$ cat src/rtl/neo_spike_detector_if.sv
// Sample/event bus of the NEO spike detector.
// master drives Enable/Data_in/Scale/Refractory; slave returns events.
interface neo_spike_detector_if;
  logic               Enable;
  logic signed [15:0] Data_in;
  logic        [3:0]  Scale;
  logic        [7:0]  Refractory;
  logic               Spike;
  logic signed [15:0] Spike_peak;
  logic        [15:0] Spike_index;
  logic signed [15:0] Thresh;
  logic               Thresh_valid;
  logic        [7:0]  Spike_count;

  modport master (
    output Enable, Data_in, Scale, Refractory,
    input  Spike, Spike_peak, Spike_index,
    input  Thresh, Thresh_valid, Spike_count
  );

  modport slave (
    input  Enable, Data_in, Scale, Refractory,
    output Spike, Spike_peak, Spike_index,
    output Thresh, Thresh_valid, Spike_count
  );
endinterface

$ cat src/rtl/neo_spike_detector.sv
// Adaptive-threshold spike detector on a NEO energy stream.
// Ports: clk, rst (sync, active high), bus (slave): samples in, events out.
module neo_spike_detector (
  input  logic                clk,
  input  logic                rst,
  neo_spike_detector_if.slave bus
);

  typedef enum logic [1:0] {
    TRAIN, ARMED, IN_SPIKE, REFRACT
  } state_t;

  state_t      state_q, state_d;
  logic [15:0] idx_q, idx_d;
  logic [23:0] acc_q, acc_d;
  logic [15:0] thr_q, thr_d;
  logic        tv_q, tv_d;
  logic [15:0] peak_q, peak_d;
  logic [15:0] pidx_q, pidx_d;
  logic [5:0]  len_q, len_d;
  logic [7:0]  refr_q, refr_d;
  logic        spk_q, spk_d;
  logic [15:0] speak_q, speak_d;
  logic [15:0] sidx_q, sidx_d;
  logic [7:0]  cnt_q, cnt_d;

  logic [15:0] samp;
  logic [23:0] sum;
  logic [3:0]  scale_eff;
  logic [19:0] prod;
  logic [15:0] thr_new;
  logic        blk_end;
  logic        above;
  logic        end_spk;

  always_comb begin
    samp      = bus.Data_in[15] ? 16'd0 : bus.Data_in;
    sum       = acc_q + {8'd0, samp};
    // index starts at 0 and wraps at a multiple of 256,
    // so its low byte is the position inside the block
    blk_end   = (idx_q[7:0] == 8'hff);
    scale_eff = (bus.Scale == 4'd0) ? 4'd1 : bus.Scale;
    prod      = {4'd0, sum[23:8]} * {16'd0, scale_eff};
    thr_new   = (prod > 20'd32767) ? 16'h7fff : prod[15:0];
    above     = (samp > thr_q);

    state_d = state_q;
    idx_d   = idx_q;
    acc_d   = acc_q;
    thr_d   = thr_q;
    tv_d    = tv_q;
    peak_d  = peak_q;
    pidx_d  = pidx_q;
    len_d   = len_q;
    refr_d  = refr_q;
    spk_d   = 1'b0;
    speak_d = speak_q;
    sidx_d  = sidx_q;
    cnt_d   = cnt_q;
    end_spk = 1'b0;

    if (bus.Enable) begin
      idx_d = idx_q + 16'd1;
      acc_d = blk_end ? 24'd0 : sum;
      if (blk_end) begin
        thr_d = thr_new;
        tv_d  = 1'b1;
      end
      unique case (state_q)
        TRAIN: begin
          if (blk_end) state_d = ARMED;
        end
        ARMED: begin
          if (above) begin
            state_d = IN_SPIKE;
            peak_d  = samp;
            pidx_d  = idx_q;
            len_d   = 6'd1;
          end
        end
        IN_SPIKE: begin
          if (!above) begin
            end_spk = 1'b1;
          end else begin
            if (samp > peak_q) begin
              peak_d = samp;
              pidx_d = idx_q;
            end
            len_d = len_q + 6'd1;
            // len_q counts samples already in the spike
            if (len_q == 6'd63) end_spk = 1'b1;
          end
        end
        REFRACT: begin
          refr_d = (refr_q == 8'd0) ? 8'd0 : refr_q - 8'd1;
          if (refr_q <= 8'd1) state_d = ARMED;
        end
      endcase
      if (end_spk) begin
        spk_d   = 1'b1;
        speak_d = peak_d;
        sidx_d  = pidx_d;
        if (cnt_q != 8'hff) cnt_d = cnt_q + 8'd1;
        if (bus.Refractory == 8'd0) begin
          state_d = ARMED;
        end else begin
          state_d = REFRACT;
          refr_d  = bus.Refractory;
        end
      end
    end
  end

  always_ff @(posedge clk) begin
    if (rst) begin
      state_q <= TRAIN;
      idx_q   <= '0;
      acc_q   <= '0;
      thr_q   <= '0;
      tv_q    <= 1'b0;
      peak_q  <= '0;
      pidx_q  <= '0;
      len_q   <= '0;
      refr_q  <= '0;
      spk_q   <= 1'b0;
      speak_q <= '0;
      sidx_q  <= '0;
      cnt_q   <= '0;
    end else begin
      state_q <= state_d;
      idx_q   <= idx_d;
      acc_q   <= acc_d;
      thr_q   <= thr_d;
      tv_q    <= tv_d;
      peak_q  <= peak_d;
      pidx_q  <= pidx_d;
      len_q   <= len_d;
      refr_q  <= refr_d;
      spk_q   <= spk_d;
      speak_q <= speak_d;
      sidx_q  <= sidx_d;
      cnt_q   <= cnt_d;
    end
  end

  assign bus.Spike        = spk_q;
  assign bus.Spike_peak   = speak_q;
  assign bus.Spike_index  = sidx_q;
  assign bus.Thresh       = thr_q;
  assign bus.Thresh_valid = tv_q;
  assign bus.Spike_count  = cnt_q;

endmodule

$ cat src/flat_wrapper.sv
// flat-port wrapper written by rule: the top's interface ports become plain ports
module neo_spike_detector_flat 
  (clk, rst, bus_Enable, bus_Data_in, bus_Scale, bus_Refractory, bus_Spike, bus_Spike_peak, bus_Spike_index, bus_Thresh, bus_Thresh_valid, bus_Spike_count);
  neo_spike_detector_if bus_i ();
  input  logic clk;
  input  logic rst;
  input wire logic [$bits(bus_i.Enable)-1:0] bus_Enable;
  input wire logic [$bits(bus_i.Data_in)-1:0] bus_Data_in;
  input wire logic [$bits(bus_i.Scale)-1:0] bus_Scale;
  input wire logic [$bits(bus_i.Refractory)-1:0] bus_Refractory;
  output wire logic [$bits(bus_i.Spike)-1:0] bus_Spike;
  output wire logic [$bits(bus_i.Spike_peak)-1:0] bus_Spike_peak;
  output wire logic [$bits(bus_i.Spike_index)-1:0] bus_Spike_index;
  output wire logic [$bits(bus_i.Thresh)-1:0] bus_Thresh;
  output wire logic [$bits(bus_i.Thresh_valid)-1:0] bus_Thresh_valid;
  output wire logic [$bits(bus_i.Spike_count)-1:0] bus_Spike_count;
  assign bus_i.Enable = bus_Enable;
  assign bus_i.Data_in = bus_Data_in;
  assign bus_i.Scale = bus_Scale;
  assign bus_i.Refractory = bus_Refractory;
  assign bus_Spike = bus_i.Spike;
  assign bus_Spike_peak = bus_i.Spike_peak;
  assign bus_Spike_index = bus_i.Spike_index;
  assign bus_Thresh = bus_i.Thresh;
  assign bus_Thresh_valid = bus_i.Thresh_valid;
  assign bus_Spike_count = bus_i.Spike_count;
  neo_spike_detector u_core (.clk(clk), .rst(rst), .bus(bus_i));
endmodule
$ cat config.mk
export PLATFORM = sky130hd
export DESIGN_NAME = neo_spike_detector_flat
export DESIGN_NICKNAME = d
export VERILOG_FILES = /design/src/rtl/neo_spike_detector_if.sv /design/src/rtl/neo_spike_detector.sv /design/src/flat_wrapper.sv
export SDC_FILE = /design/constraint.sdc
export NUM_CORES = 1
export LEC_CHECK = 0
export CORE_MARGIN = 5
export CORE_UTILIZATION = 55
export DETAILED_ROUTE_END_ITERATION = 10
export PLACE_DENSITY = 0.76
export SKIP_CTS_REPAIR_TIMING = 1
export SLEW_MARGIN = 20
export SYNTH_ARGS = -nofsm -noshare
export SYNTH_HDL_FRONTEND = slang
export SYNTH_SLANG_ARGS = --single-unit
$ cat constraint.sdc
create_clock -name clk -period 14.1 [get_ports clk]
set_clock_uncertainty 0.2 [all_clocks]
set_input_delay 2.82 -clock clk [delete_from_list [all_inputs] [get_ports clk]]
set_output_delay 2.82 -clock clk [all_outputs]
set_load 0.03 [all_outputs]
==> impl_metrics.yaml, run 1 <==
run_status:
  status: "complete, no violations"
yosys:
  ys_seq_area_share_pct: 25.7
  synth_area_per_cell_um2: 7.96
  synth_cell_type_count: 99
  synth_simple_gate_area_share_pct: 21.3
  synth_xor_area_share_pct: 3.62
  synthMuxAreaShare_pct: 0.539
  synthArstFlopShare_pct: 0
  synth_seq_cells: 146
  synth_nets: 1545
  synth_flop_cell: "dfxtp_1"
  syn-instance-count: 1430
  synth_top_family_by_area: "compound AO/OA/AOI/OAI gates"
  synth_compound_area_share_pct: 30.0
  yosys.area_share.adder_pct: 11.7
  syn_area_um2: 11400
  ys_warn_count: 0
  synth_edf_count: 0
clocking:
  clock_sinks: 146
  cts_buffers: 17
  root_buffer: "clkbuf_16"
  worstSkewPairLatency_ps: 420
  cts_buffer_depth: 2
  cts_tree: "yes"
  htreeDepth: 4
  clk_pin_slew_ps: 70
global_routing:
  grt.total_usage_pct: 25.6
  globalRouteOverflowTotal: 0
  antenna_found_initial: 0
  grt_pass1_wl_um: 51000
  grt_pass1_vias: 9909
  grt_max_degree: 73
placed_design:
  place.gp.congestion: 0.885
  dp_cells: 1701
  dp.final_hpwl_um: 22400
  place_area_um2: 12200
  pre_cts_slack_ps: 3570
  portBuffers: 88
sta:
  slew_headroom_pct: 30.6
  fin_setup_tns_ps: 0
  period_needed_ps: 10170
  fmax_mhz: 98.3
  worst_pin_slew_ps: 1040
  setup_viol: 0
  drv_slew: 0
  fin_ws_ps: 3930
  rsz0062_at_grt: "no"
  fin_crit_sh_pct: 72.2
  hold_viol: 0
power_and_ir_drop:
  p_clk_share_pct: 44.6
  max-vdd-ir-drop_mv: 0.0680
  p_total_w: 0.00107
  leakage_nw: 4.93
  combPwrFrac_pct: 16.1
  p_sw_share_pct: 28.8
  sequentialPowerShare_pct: 39.3
  power.internal_w: 0.000766
  powerDensity_nw_per_um2: 83.6
  switchingPower_w: 0.000309
setup_path:
  start_kind: "primary input"
  critPathMaxStageDelay_ps: 730
  r2r-start: "u_core.acc_q[6]"
  crit_family: "compound AO/OA/AOI/OAI gates"
  cp.depth: 27
  crit_arrival_ps: 10340
  path_max_fanout: 46
  cp-end-kind: "flip-flop"
  worstRegToRegCells: 23
  cp.required_ps: 14260
  crit_buf_inv: 4
  r2r_slack_ps: 6950
  crit_type: "in2reg"
  critPathSlowestCell: "nor3_2"
  regToRegEndpoint: "u_core.bus.Thresh[12]"
route:
  ant_nets: 0
  num_vias: 10800
  drc: 0
  drt_wl_total_um: 31400
  drt_iter0_drc: 1030
  dr.pass1.iters: 5
  vias_per_cell: 6.25
  wl_per_cell_um: 18.1
cells_and_area:
  area_delta_synth_final_pct: 13.0
  nets: 1565
  fin_area_um2: 12900
  drive_above_1_share_pct: 7.52
  final_cell_count_no_fill: 1732
  antenna_cells: 0
  final_common_cell: "dfxtp_1"
  layout_common_cells: "dfxtp_1, nand2_1, nor2_1"
min_path:
  hold_path.class: "reg2reg"
  min_from: "u_core.pidx_q[13]"
  hold_depth: 2
  hold-path-endpoint: "u_core.pidx_q[13]"
die:
  start_util_pct: 56.1
  die_area_um2: 23700
  die_x_um: 154
  io_pins: 89
  die_height_um: 154
  rows: 52
  coreArea_um2: 20300
run:
  drv_cap: 0
==> Yosys cell counts, types with 21 or more instances <==
master,number,area share (%)
a21o_1,21,1.4
a21oi_1,105,4.6
a31oi_1,27,1.5
and2_1,31,1.7
clkbuf_1,65,2.1
dfxtp_1,146,26
fa_1,28,4.9
ha_1,56,6.2
inv_1,101,3.3
nand2_1,115,3.8
nand3_1,66,2.9
nor2_1,111,3.7
nor2b_1,28,1.5
nor3_1,24,1.1
o21a_1,32,2.1
o21ai_0,62,2.7
o41ai_2,22,3.1
xnor2_1,35,2.7
==> state kept, by name, summed over array words and instances, names as in the netlist <==
register,cells
u_core.bus.Thresh_valid,1
u_core.acc_q,24
u_core.state_q,2
u_core.bus.Spike_peak,16
u_core.bus.Spike_count,8
u_core.pidx_q,16
u_core.refr_q,8
u_core.len_q,6
u_core.bus.Spike_index,16
u_core.bus.Spike,1
u_core.peak_q,16
u_core.idx_q,16
u_core.bus.Thresh,16
==> power groups by stage <==
stage	logic, W	registers [W]	clock network [W]
after floorplan	0.000130	0.000427	0
after global placement	0.000168	0.000431	0
after detailed placement	0.000171	0.000431	0
after CTS	0.000172	0.000422	0.000483
after global routing	0.000191	0.000422	0.000503
final	0.000173	0.000422	0.000480
==> final cells by class <==
type                            count  area, µm²
Multi-Input combinational cell   1083       7640
Fill cell                        1795       7440
Sequential cell                   146       2920
Timing Repair Buffer               99        956
Clock buffer                       18        439
Inverter                          103        387
Tap cell                          270        338
Clock inverter                     13        176
==> metal layers <==
layer	GRT usage, %	routed length (µm)
met2	43.1	15300
met3	3.43	1560
met1	35.1	14100
met5	0	0
met4	6.18	487
==> how the worst max path moves through the flow <==
stage / startpoint / endpoint / slack [ps]
3_5_place_dp: bus_Data_in[15] / u_core.bus.Thresh[12] / 3570
6_report: bus_Data_in[15] / u_core.bus.Thresh[12] / 3930
4_1_cts: bus_Data_in[15] / u_core.bus.Thresh[12] / 4000
2_1_floorplan: bus_Data_in[15] / u_core.bus.Thresh[8] / 4290
5_1_grt: bus_Data_in[15] / u_core.bus.Thresh[12] / 3430
3_3_place_gp: bus_Data_in[15] / u_core.bus.Thresh[12] / 3700
==> cell families after synthesis <==
kind of cell               Yosys count
buffers and inverters              201
adders and majority gates           91
muxes                                6
AOI/OAI and AO/OA                  456
and+or+nand+nor                    483
xor gates and xnor gates            47
DFF                                146
==> metrics by stage <==
| stage | hold slack [ps] | util (%) |
|---|---|---|
| 4_1_cts | 250 | 63.4 |
| 2_1_floorplan | 230 | - |
| 3_3_place_gp | 236 | 60.3 |
| 3_5_place_dp | 241 | 60.3 |
| 6_report | 246 | 63.4 |
| 5_1_grt | 275 | 63.4 |
==> tightest hold or removal path, stage by stage, from the launching register on <==
cell	delay (ps)
dfxtp_1	310
nand2_1	50
o2bb2ai_1	50
(Power assumes the default switching activity.)
==> run 2, diff against run 1 <==
==> constraint.sdc (replaced) <==
create_clock -name clk -period 9.9 [get_ports clk]
set_clock_uncertainty 0.2 [all_clocks]
set_input_delay 1.98 -clock clk [delete_from_list [all_inputs] [get_ports clk]]
set_output_delay 1.98 -clock clk [all_outputs]
set_load 0.03 [all_outputs]
==> impl_metrics.yaml, run 2 (same netlist as run 1, synthesis figures left out) <==
placed_design:
  dp.final_hpwl_um: 22400
  pre_cts_slack_ps: 195
  portBuffers: 88
  place.gp.congestion: 0.930
setup_path:
  cp.required_ps: 10080
  cp-end-kind: "flip-flop"
  crit_type: "in2reg"
  critPathSlowestCell: "clkdlybuf4s50_1"
  start_kind: "primary input"
  crit_arrival_ps: 9520
  critPathMaxStageDelay_ps: 800
  path_max_fanout: 15
route:
  num_vias: 10900
  wl_per_cell_um: 18.4
  drt_iter0_drc: 1110
  ant_nets: 0
  drt_wl_total_um: 32000
  dr.pass1.iters: 6
  drc: 0
  vias_per_cell: 6.26
die:
  die_area_um2: 23700
  io_pins: 89
  rows: 52
  die_height_um: 154
  coreArea_um2: 20300
  die_x_um: 154
  start_util_pct: 56.1
global_routing:
  globalRouteOverflowTotal: 0
  grt_max_degree: 73
  grt_pass1_vias: 10100
  grt.total_usage_pct: 26.4
  grt_pass1_wl_um: 52400
  antenna_found_initial: 0
sta:
  drv_slew: 0
  worst_pin_slew_ps: 984
  slew_headroom_pct: 34.4
  hold_viol: 0
  fmax_mhz: 107
  rsz0062_at_grt: "no"
  fin_crit_sh_pct: 94.4
  fin_ws_ps: 555
  period_needed_ps: 9350
  setup_viol: 0
  fin_setup_tns_ps: 0
clocking:
  worstSkewPairLatency_ps: 430
  cts_tree: "yes"
  htreeDepth: 4
  cts_buffers: 17
  clock_sinks: 146
  root_buffer: "clkbuf_16"
  clk_pin_slew_ps: 60
  cts_buffer_depth: 2
power_and_ir_drop:
  leakage_nw: 4.98
  max-vdd-ir-drop_mv: 0.0920
  powerDensity_nw_per_um2: 121
cells_and_area:
  layout_common_cells: "dfxtp_1, nand2_1, nor2_1"
  nets: 1572
  final_common_cell: "dfxtp_1"
  antenna_cells: 0
  top_register: "u_core.acc_q"
  largest_reg_flops: 24
  drive_above_1_share_pct: 7.96
  area_delta_synth_final_pct: 13.8
  nFillCells: 1767
run_status:
  status: "complete, no violations"
min_path:
  hold_path.class: "reg2reg"
run:
  drv_cap: 0
==> run 2: layer usage <==
metal	GRT usage, %	vias up	wire length [µm]
li1	-	5246	-
met1	35.4	5175	13800
met2	43.1	410	14900
met3	4.36	61	2240
met4	9.63	0	1010
met5	0	-	0
==> run 2: layout make-up <==
type / instances / area (µm²) / area share [%]
Inverter: 103 / 387 / 2.99
Sequential cell: 146 / 2920 / 22.6
Tap cell: 270 / 338 / 2.61
Clock buffer: 20 / 457 / 3.53
Multi-Input combinational cell: 1083 / 7640 / 59.0
Timing Repair Buffer: 106 / 1010 / 7.79
Clock inverter: 12 / 194 / 1.50
==> run 2: worst paths after layout <==
kind / start / end / slack [ps] / cells after the start
hold / removal: u_core.pidx_q[14] / u_core.pidx_q[14] / 250 / 2
hold reg to reg: u_core.pidx_q[14] / u_core.pidx_q[14] / 250 / 2
setup / recovery: bus_Data_in[15] / u_core.bus.Thresh[0] / 550 / 25
setup reg to reg: u_core.acc_q[0] / u_core.bus.Thresh[0] / 2730 / 23
==> run 2: worst max-delay path, delay by kind of cell <==
family          cells  cell delay (ps)
compound gates     12             3190
simple gates        6             1750
fa+ha+maj           4             1690
buf+inv             3              900
==> run 2: per-stage QoR <==
stage | utilization, % | std cells | power (W) | cell area, µm² | hold slack [ps]
2_1_floorplan | - | 1430 | 0.000794 | 11400 | 230
3_3_place_gp | 60.6 | 1708 | 0.000857 | 12300 | 236
3_5_place_dp | 60.6 | 1708 | 0.000860 | 12300 | 241
4_1_cts | 63.8 | 1740 | 0.00157 | 12900 | 250
5_1_grt | 63.8 | 1740 | 0.00163 | 12900 | 270
6_report | 63.8 | 1740 | 0.00157 | 12900 | 247
==> run 2: power breakdown <==
group	internal (W)	switching (W)	leakage (nW)
logic	0.0000923	0.000157	3.49
clock network	0.000442	0.000277	0.316
registers	0.000592	0.00000872	1.18
total	0.00113	0.000443	4.98
==> run 3, diff against run 2 <==
--- a/config.mk
+++ b/config.mk
@@ -9,8 +9,8 @@
 export CORE_UTILIZATION = 55
 export DETAILED_ROUTE_END_ITERATION = 10
 export PLACE_DENSITY = 0.76
-export SKIP_CTS_REPAIR_TIMING = 1
 export SLEW_MARGIN = 20
 export SYNTH_ARGS = -nofsm -noshare
 export SYNTH_HDL_FRONTEND = slang
 export SYNTH_SLANG_ARGS = --single-unit
+export TNS_END_PERCENT = 5
==> results of run 3 <==
Same layout as run 2: the final DEF is identical, and so are final timing and power.
